`src/rtl/booth_pkg.sv`:
```
// rtl/booth_pkg.sv - shared state encoding and widths for the Booth multiplier sequencer
package booth_pkg;

    typedef enum logic [1:0] {
        IDLE  = 2'd0,
        CLEAR = 2'd1,
        RUN   = 2'd2,
        DONE  = 2'd3
    } booth_state_t;

    localparam int BOOTH_WIDTH  = 4;
    localparam int BOOTH_PWIDTH = 8;

endpackage

```
`src/rtl/booth_seq_timer.sv`:
```
// rtl/booth_seq_timer.sv - RUN-state cycle counter that flags the last allowed cycle
module booth_seq_timer #(
    parameter int LIMIT = 16
) (
    input  logic clock,
    input  logic reset,
    input  logic clear,
    input  logic enable,
    output logic expired
);

    localparam int CW = $clog2(LIMIT + 1);
    localparam logic [CW-1:0] LAST = CW'(LIMIT - 1);

    logic [CW-1:0] count;

    // count enabled cycles since the last clear, saturating on the final cycle
    always_ff @(posedge clock) begin
        if (reset || clear) begin
            count <= '0;
        end else if (enable && (count != LAST)) begin
            count <= count + CW'(1);
        end
    end

    // the cycle carrying count == LIMIT-1 is the LIMIT-th enabled cycle
    assign expired = enable && (count == LAST);

endmodule

```
`src/rtl/booth_mul_sequencer.sv`:
```
// rtl/booth_mul_sequencer.sv - operand/result sequencer for the radix-4 Booth multiplier; optional RUN timeout under BOOTH_SEQ_TIMEOUT_EN
module booth_mul_sequencer
    import booth_pkg::*;
#(
    parameter int WIDTH          = BOOTH_WIDTH,
    parameter int TIMEOUT_CYCLES = 16
) (
    input  logic                 clock,
    input  logic                 reset,
    input  logic                 in_valid,
    output logic                 in_ready,
    input  logic [WIDTH-1:0]     in_a,
    input  logic [WIDTH-1:0]     in_b,
    output logic                 mul_reset,
    output logic                 mul_start,
    output logic [WIDTH-1:0]     mul_a,
    output logic [WIDTH-1:0]     mul_b,
    input  logic [2*WIDTH-1:0]   mul_p,
    input  logic                 mul_ready,
    output logic                 out_valid,
    input  logic                 out_ready,
    output logic [2*WIDTH-1:0]   out_p,
    output logic                 out_err
);

    if (TIMEOUT_CYCLES < 2) begin : g_bad_timeout
        $error("booth_mul_sequencer: TIMEOUT_CYCLES must be at least 2");
    end

    booth_state_t state;
    logic         first_run;
    logic         timed_out;

`ifdef BOOTH_SEQ_TIMEOUT_EN
    booth_seq_timer #(
        .LIMIT(TIMEOUT_CYCLES)
    ) u_timer (
        .clock  (clock),
        .reset  (reset),
        .clear  (state == CLEAR),
        .enable (state == RUN),
        .expired(timed_out)
    );
`else
    assign timed_out = 1'b0;
`endif

    // multiplier is cleared while we are in reset and for the single CLEAR cycle of every run
    assign mul_reset = reset || (state == CLEAR);
    assign out_valid = (state == DONE);
    assign in_ready  = (state == IDLE) || ((state == DONE) && out_ready);

    // control FSM: accept operands, clear and start the multiplier, capture and hand off the product
    always_ff @(posedge clock) begin
        if (reset) begin
            state     <= IDLE;
            mul_a     <= '0;
            mul_b     <= '0;
            mul_start <= 1'b0;
            first_run <= 1'b0;
            out_p     <= '0;
            out_err   <= 1'b0;
        end else begin
            case (state)
                IDLE: begin
                    if (in_valid) begin
                        mul_a <= in_a;
                        mul_b <= in_b;
                        state <= CLEAR;
                    end
                end
                CLEAR: begin
                    mul_start <= 1'b1;
                    first_run <= 1'b1;
                    state     <= RUN;
                end
                RUN: begin
                    first_run <= 1'b0;
                    // the ready flag seen on the first RUN cycle is left over from before the clear
                    if (!first_run && mul_ready) begin
                        out_p     <= mul_p;
                        out_err   <= 1'b0;
                        mul_start <= 1'b0;
                        state     <= DONE;
                    end else if (timed_out) begin
                        out_p     <= '0;
                        out_err   <= 1'b1;
                        mul_start <= 1'b0;
                        state     <= DONE;
                    end
                end
                DONE: begin
                    if (out_ready) begin
                        if (in_valid) begin
                            mul_a <= in_a;
                            mul_b <= in_b;
                            state <= CLEAR;
                        end else begin
                            state <= IDLE;
                        end
                    end
                end
                default: begin
                    state <= IDLE;
                end
            endcase
        end
    end

endmodule
```
`config.mk`:
```
export PLATFORM = sky130hd
export DESIGN_NAME = booth_mul_sequencer
export DESIGN_NICKNAME = d
export VERILOG_FILES = /design/src/rtl/booth_pkg.sv /design/src/rtl/booth_seq_timer.sv /design/src/rtl/booth_mul_sequencer.sv
export SDC_FILE = /design/constraint.sdc
export NUM_CORES = 1
export LEC_CHECK = 0
export ABC_AREA = 1
export ABC_CLOCK_PERIOD_IN_PS = 2300
export CAP_MARGIN = 0
export CORE_ASPECT_RATIO = 0.7
export CORE_MARGIN = 2
export CORE_UTILIZATION = 36
export CTS_CLUSTER_DIAMETER = 150
export DETAILED_ROUTE_END_ITERATION = 8
export PLACE_DENSITY = 0.73
export SKIP_LAST_GASP = 1
export SLEW_MARGIN = 30
export SYNTH_ARGS = -nofsm -noshare
export SYNTH_HDL_FRONTEND = slang
export SYNTH_SLANG_ARGS = --single-unit
```
`constraint.sdc`:
```
create_clock -name clock -period 2.3 [get_ports clock]
set_clock_uncertainty 0.2 [all_clocks]
set_input_delay 0.23 -clock clock [delete_from_list [all_inputs] [get_ports clock]]
set_output_delay 0.23 -clock clock [all_outputs]
set_load 0.03 [all_outputs]
```
==> flow_summary.json <==
{
  "drtAntennaViolNets": 0,
  "finalNetCount": 184,
  "pwr-share-clk": 0.134,
  "finalMaxSlewViolations": 0,
  "rsz0062_at_grt": "no",
  "hold_violations": 0,
  "min_period_over_period": 0.923,
  "p_comb_frac": 0.527,
  "vias": 853,
  "setup_viol": 0,
  "wl_met2_um": 935,
  "layout-area-overhead-vs-synth_pct": 53.6,
  "dpl.hpwl_um": 1610,
  "drt_iter0_drc": 30,
  "first_global_vias": 786,
  "drive_above_1_share": 0.0828,
  "row_count": 14,
  "synth_area_um2": 876,
  "core-area_mm2": 0.00222,
  "ios": 42,
  "syn_inst": 115,
  "start_util": 0.394,
  "r2r_start": "state[0]$_SDFFE_PP0P_",
  "seq_power_share": 0.339,
  "grt_pass1_wl_um": 3330,
  "vdd_drop_max_v": 0.000430,
  "p_int_uw": 845,
  "status": "finished, final reports clean",
  "grt_overflow": 0,
  "post-route-min-period_ps": 2120,
  "insertion_delay_ps": 300,
  "multi_input_area_um2": 412,
  "fmax_ghz": 0.471,
  "fin_util": 0.605,
  "dieHeight_um": 45.3,
  "cts_buffers": 3,
  "portBuffers": 40,
  "ys_warn_count": 0,
  "via_per_inst": 4.51,
  "hold_buffers": 0,
  "ctsRootBufferMaster": "clkbuf_4",
  "arrival_ps": 1690,
  "whs_ps": 267,
  "grt_max_degree": 12,
  "worstSetupEndpointType": "output pin",
  "cp_max_fo": 6,
  "leakagePower_uw": 0.000549,
  "synth_nets": 141,
  "p_per_area_mw_per_mm2": 1100,
  "p_sw_uw": 630,
  "antenna_found_initial": 0,
  "worstSetupStartpointType": "flop",
  "avgRoutedWirePerCell_um": 10.7,
  "yosysUniqueCellTypes": 19,
  "hp-class": "reg -> reg",
  "cts_tree": "yes",
  "dr.max_layer_used": "met4",
  "mostFrequentLayoutCells": "clkdlybuf4s50_1 (38), nand2_1 (27), dfxtp_1 (20)",
  "drv_cap": 0,
  "sw_frac_of_total": 0.427,
  "clock-sinks": 20,
  "track_usage": 0.153,
  "gp_congestion": 0.864,
  "routed_wl_um": 2020,
  "drc": 0,
  "seq_area_frac_synth": 0.457,
  "drt_first_pass_iters": 4,
  "cp.required_ps": 1870,
  "hp-start": "out_p[7]$_SDFFE_PP0P_",
  "finalPower_uw": 1480,
  "regArea_um2": 400,
  "syn_area_per_cell_um2": 7.62,
  "clock_path_buffers": 2,
  "final_common_cell": "clkdlybuf4s50_1",
  "routed-wl-met3_um": 193,
  "crit_start": "state[1]$_SDFFE_PP0P_",
  "path_clk_slew_ps": 100,
  "h-tree-depth": 1,
  "critical_path_class": "reg -> out",
  "antenna_cells": 0,
  "tns_ps": 0,
  "wl_met1_um": 883,
  "die-area_mm2": 0.00285,
  "fillers": 222,
  "die_x_um": 63.0,
  "ys_ff_latch": 20
}
==> Yosys cell counts <==
cell type  instances  area (µm²)
conb_1             1        3.75
a21oi_1           11        55.1
nor2_4             1        11.3
o21ai_0           10        50.1
buf_4              1        7.51
nor2_2             1        6.26
dfxtp_1           20         400
inv_2              1        3.75
nand3_4            1        17.5
inv_4              1        6.26
clkinv_4           1        8.76
nor2_1            18        67.6
inv_1              8        30.0
nand2_4            1        11.3
clkbuf_1           1        3.75
ha_1               5        62.6
nand2_1           27         101
nand3_1            5        25.0
buf_1              1        3.75
==> logic make-up (layout without fill, tap and decap cells) <==
group	Yosys count	count (layout)	share of synthesized area
compound gates	21	21	0.120
fa+ha+maj	5	5	0.0714
buf+inv	14	56	0.0729
flops	20	20	0.457
other cells	1	1	0.00428
simple gates	54	54	0.274
==> per-layer routing <==
layer | vias to the layer above | global-route usage
li1 | 445 | -
met2 | 31 | 0.277
met1 | 375 | 0.164
met4 | 0 | 0.0400
met3 | 2 | 0.0748
met5 | - | 0
==> layout make-up <==
type                            count  area share
Clock buffer                        4      0.0270
Multi-Input combinational cell     81       0.306
Timing Repair Buffer               41       0.303
Sequential cell                    20       0.298
Tap cell                           32      0.0298
Inverter                           11      0.0363
==> critical path, cell delays in order (launching register included) <==
cell and delay [ps]:
dfxtp_1 430, ha_1 260, clkdlybuf4s50_1 710
==> power groups by stage <==
stage	clock, µW	sequential, µW	combinational (µW)
2_1_floorplan	0	626	388
3_3_place_gp	0	503	768
3_5_place_dp	0	510	782
4_1_cts	210	501	784
5_1_grt	227	514	845
6_report	197	501	777
==> final timing paths <==
check	endpoint	depth (start not counted)	slack, ps
max	out_valid	2	180
min reg2reg	out_p[7]$_SDFFE_PP0P_	2	270
min	out_p[7]$_SDFFE_PP0P_	2	270
max reg2reg	mul_b[1]$_SDFFE_PP0P_	8	710
==> metrics by stage <==
stage	setup slack (ps)	cell area [µm²]	instances
after floorplan	719	876	115
after detailed placement	356	1310	185
after global placement	406	1310	185
after CTS	20.1	1340	189
after global routing	101	1350	189
final	176	1350	189
==> repair_timing <==
item	4_1_cts	5_1_grt
resized for setup	0	1
endpoints found under the setup margin	0	1
buffers inserted	0	0
==> registers in the layout (all words and copies together), names as in the netlist <==
register   cells
first_run      1
mul_a          4
mul_b          4
mul_start      1
out_p          8
state          2
(Power assumes the default switching activity.)
==> RTL edit: new RTL, same flow settings <==
Change the package constant `BOOTH_WIDTH` from 4 to 3.
--- a/src/rtl/booth_pkg.sv
+++ b/src/rtl/booth_pkg.sv
@@ -8,7 +8,7 @@
         DONE  = 2'd3
     } booth_state_t;
 
-    localparam int BOOTH_WIDTH  = 4;
+    localparam int BOOTH_WIDTH  = 3;
     localparam int BOOTH_PWIDTH = 8;
 
 endpackage
Interface: changed (6 resized); port bits go from 42 to 34. No check against the original RTL was run, so the function may have changed too.
==> RTL edit against the original RTL <==
Sequential cell count down 4; sequential power fell by 18%; area after synthesis fell by 17%; setup slack better by 12 ps; sequential share of layout area shrank 0.44 points; non-clock buffer count down 8; count of clock-buffer cells in the layout is 1 lower; die area down 16%; highest routed layer is now met3; first-iteration DRC count is 73% lower; design area decreased by 19%; largest power group unchanged; routed wire length is 20% lower; power fell by 19%.
==> RTL edit: results <==
{
  "wl_met1_um": 750,
  "largest-register": "out_p",
  "synthTopCellsByArea": "dfxtp_1, nand2_1, ha_1",
  "hp-class": "flip-flop to flip-flop",
  "holdPathStages": 2,
  "dpl.hpwl_um": 1300,
  "p_leak_nw": 0.459,
  "synthArstFlopShare": 0,
  "drive_above_1_share": 0.0833,
  "cts.htree.levels": 1,
  "synth_nets": 120,
  "met2_length_um": 692,
  "grt_pass1_vias": 679,
  "top_layer": "met3",
  "routed_wl_um": 1610,
  "numPortBuffers": 32,
  "status": "completed",
  "reg.largest.list": "out_p x6, mul_a x3, mul_b x3",
  "grt.total_usage": 0.154,
  "yosys_warnings": 0,
  "synth-seq-area-share": 0.442,
  "ff2ff_path_depth": 8,
  "worstPathMaxFanout": 6,
  "root_buffer": "clkbuf_4",
  "yosys-top-cells-count": "nand2_1, dfxtp_1, nor2_1",
  "clkTransAtPathRegs_ps": 80,
  "vias": 707,
  "dr.pass1.iters": 4,
  "place_congestion": 0.763,
  "grt_pass1_wl_um": 2860,
  "clock_latency_ps": 280,
  "wl_met3_um": 166,
  "cts_setup_buffers": 0,
  "numCtsBuffers": 3,
  "synth_cell_type_count": 17,
  "grt_max_degree": 10,
  "clk_path_buf_depth": 2,
  "nets": 156,
  "pre_cts_ws_ps": 326,
  "antenna_found_initial": 0,
  "antenna_cells": 0,
  "max-vdd-ir-drop_v": 0.000584,
  "drt_iter0_drc": 8
}
## RTL edit: final timing paths
| check | start | end | slack [ps] |
|---|---|---|---|
| setup / recovery | state[1] | mul_reset | 190 |
| hold / removal | out_p[0] | out_p[0] | 270 |
| setup reg to reg | state[0] | mul_a[0] | 710 |
| hold reg to reg | out_p[0] | out_p[0] | 270 |
## RTL edit: through the flow
stage / cell area (µm²) / utilization / cells
detailed placement: 1070 / 0.571 / 151
floorplan: 724 / - / 98
global route: 1090 / 0.584 / 154
global placement: 1070 / 0.571 / 151
CTS: 1090 / 0.583 / 154
finish: 1090 / 0.584 / 154
## RTL edit: repair_timing
| item | in CTS | in global routing |
|---|---|---|
| endpoints found under the setup margin | 0 | 1 |
| resized for setup | 0 | 1 |
| endpoints found under the hold margin | 0 | 0 |
## RTL edit: layer usage
metal / track usage / up-vias
li1: - / 376
met1: 0.203 / 303
met2: 0.227 / 28
met3: 0.0779 / 0
met4: 0.0279 / 0
met5: 0 / -
## RTL edit: critical path, stage by stage (launching register included)
cell             delay (ps)
dfxtp_1                 420
inv_1                    90
ha_1                    180
inv_1                    70
nand2_1                  50
clkdlybuf4s50_1         590
## RTL edit: logic make-up after synthesis
kind of cell | Yosys count | synth area share
and+or+nand+nor | 46 | 0.273
AOI/OAI and AO/OA | 17 | 0.117
DFF | 16 | 0.442
buffers and inverters | 13 | 0.0760
adders and majority gates | 5 | 0.0864
other | 1 | 0.00518
## RTL edit: final cells by class
class                   instances  area [µm²]
fillers                       182         778
multi-input cells              69         349
repair buffers                 33         330
flip-flops and latches         16         320
inverters                      11        42.5
well taps                      22        27.5
clock buffers                   3        22.5
## RTL edit: report_power, final
part	switching (mW)	internal (mW)
clock network	0.0782	0.0607
registers	0.0555	0.354
logic	0.386	0.263
total	0.519	0.678
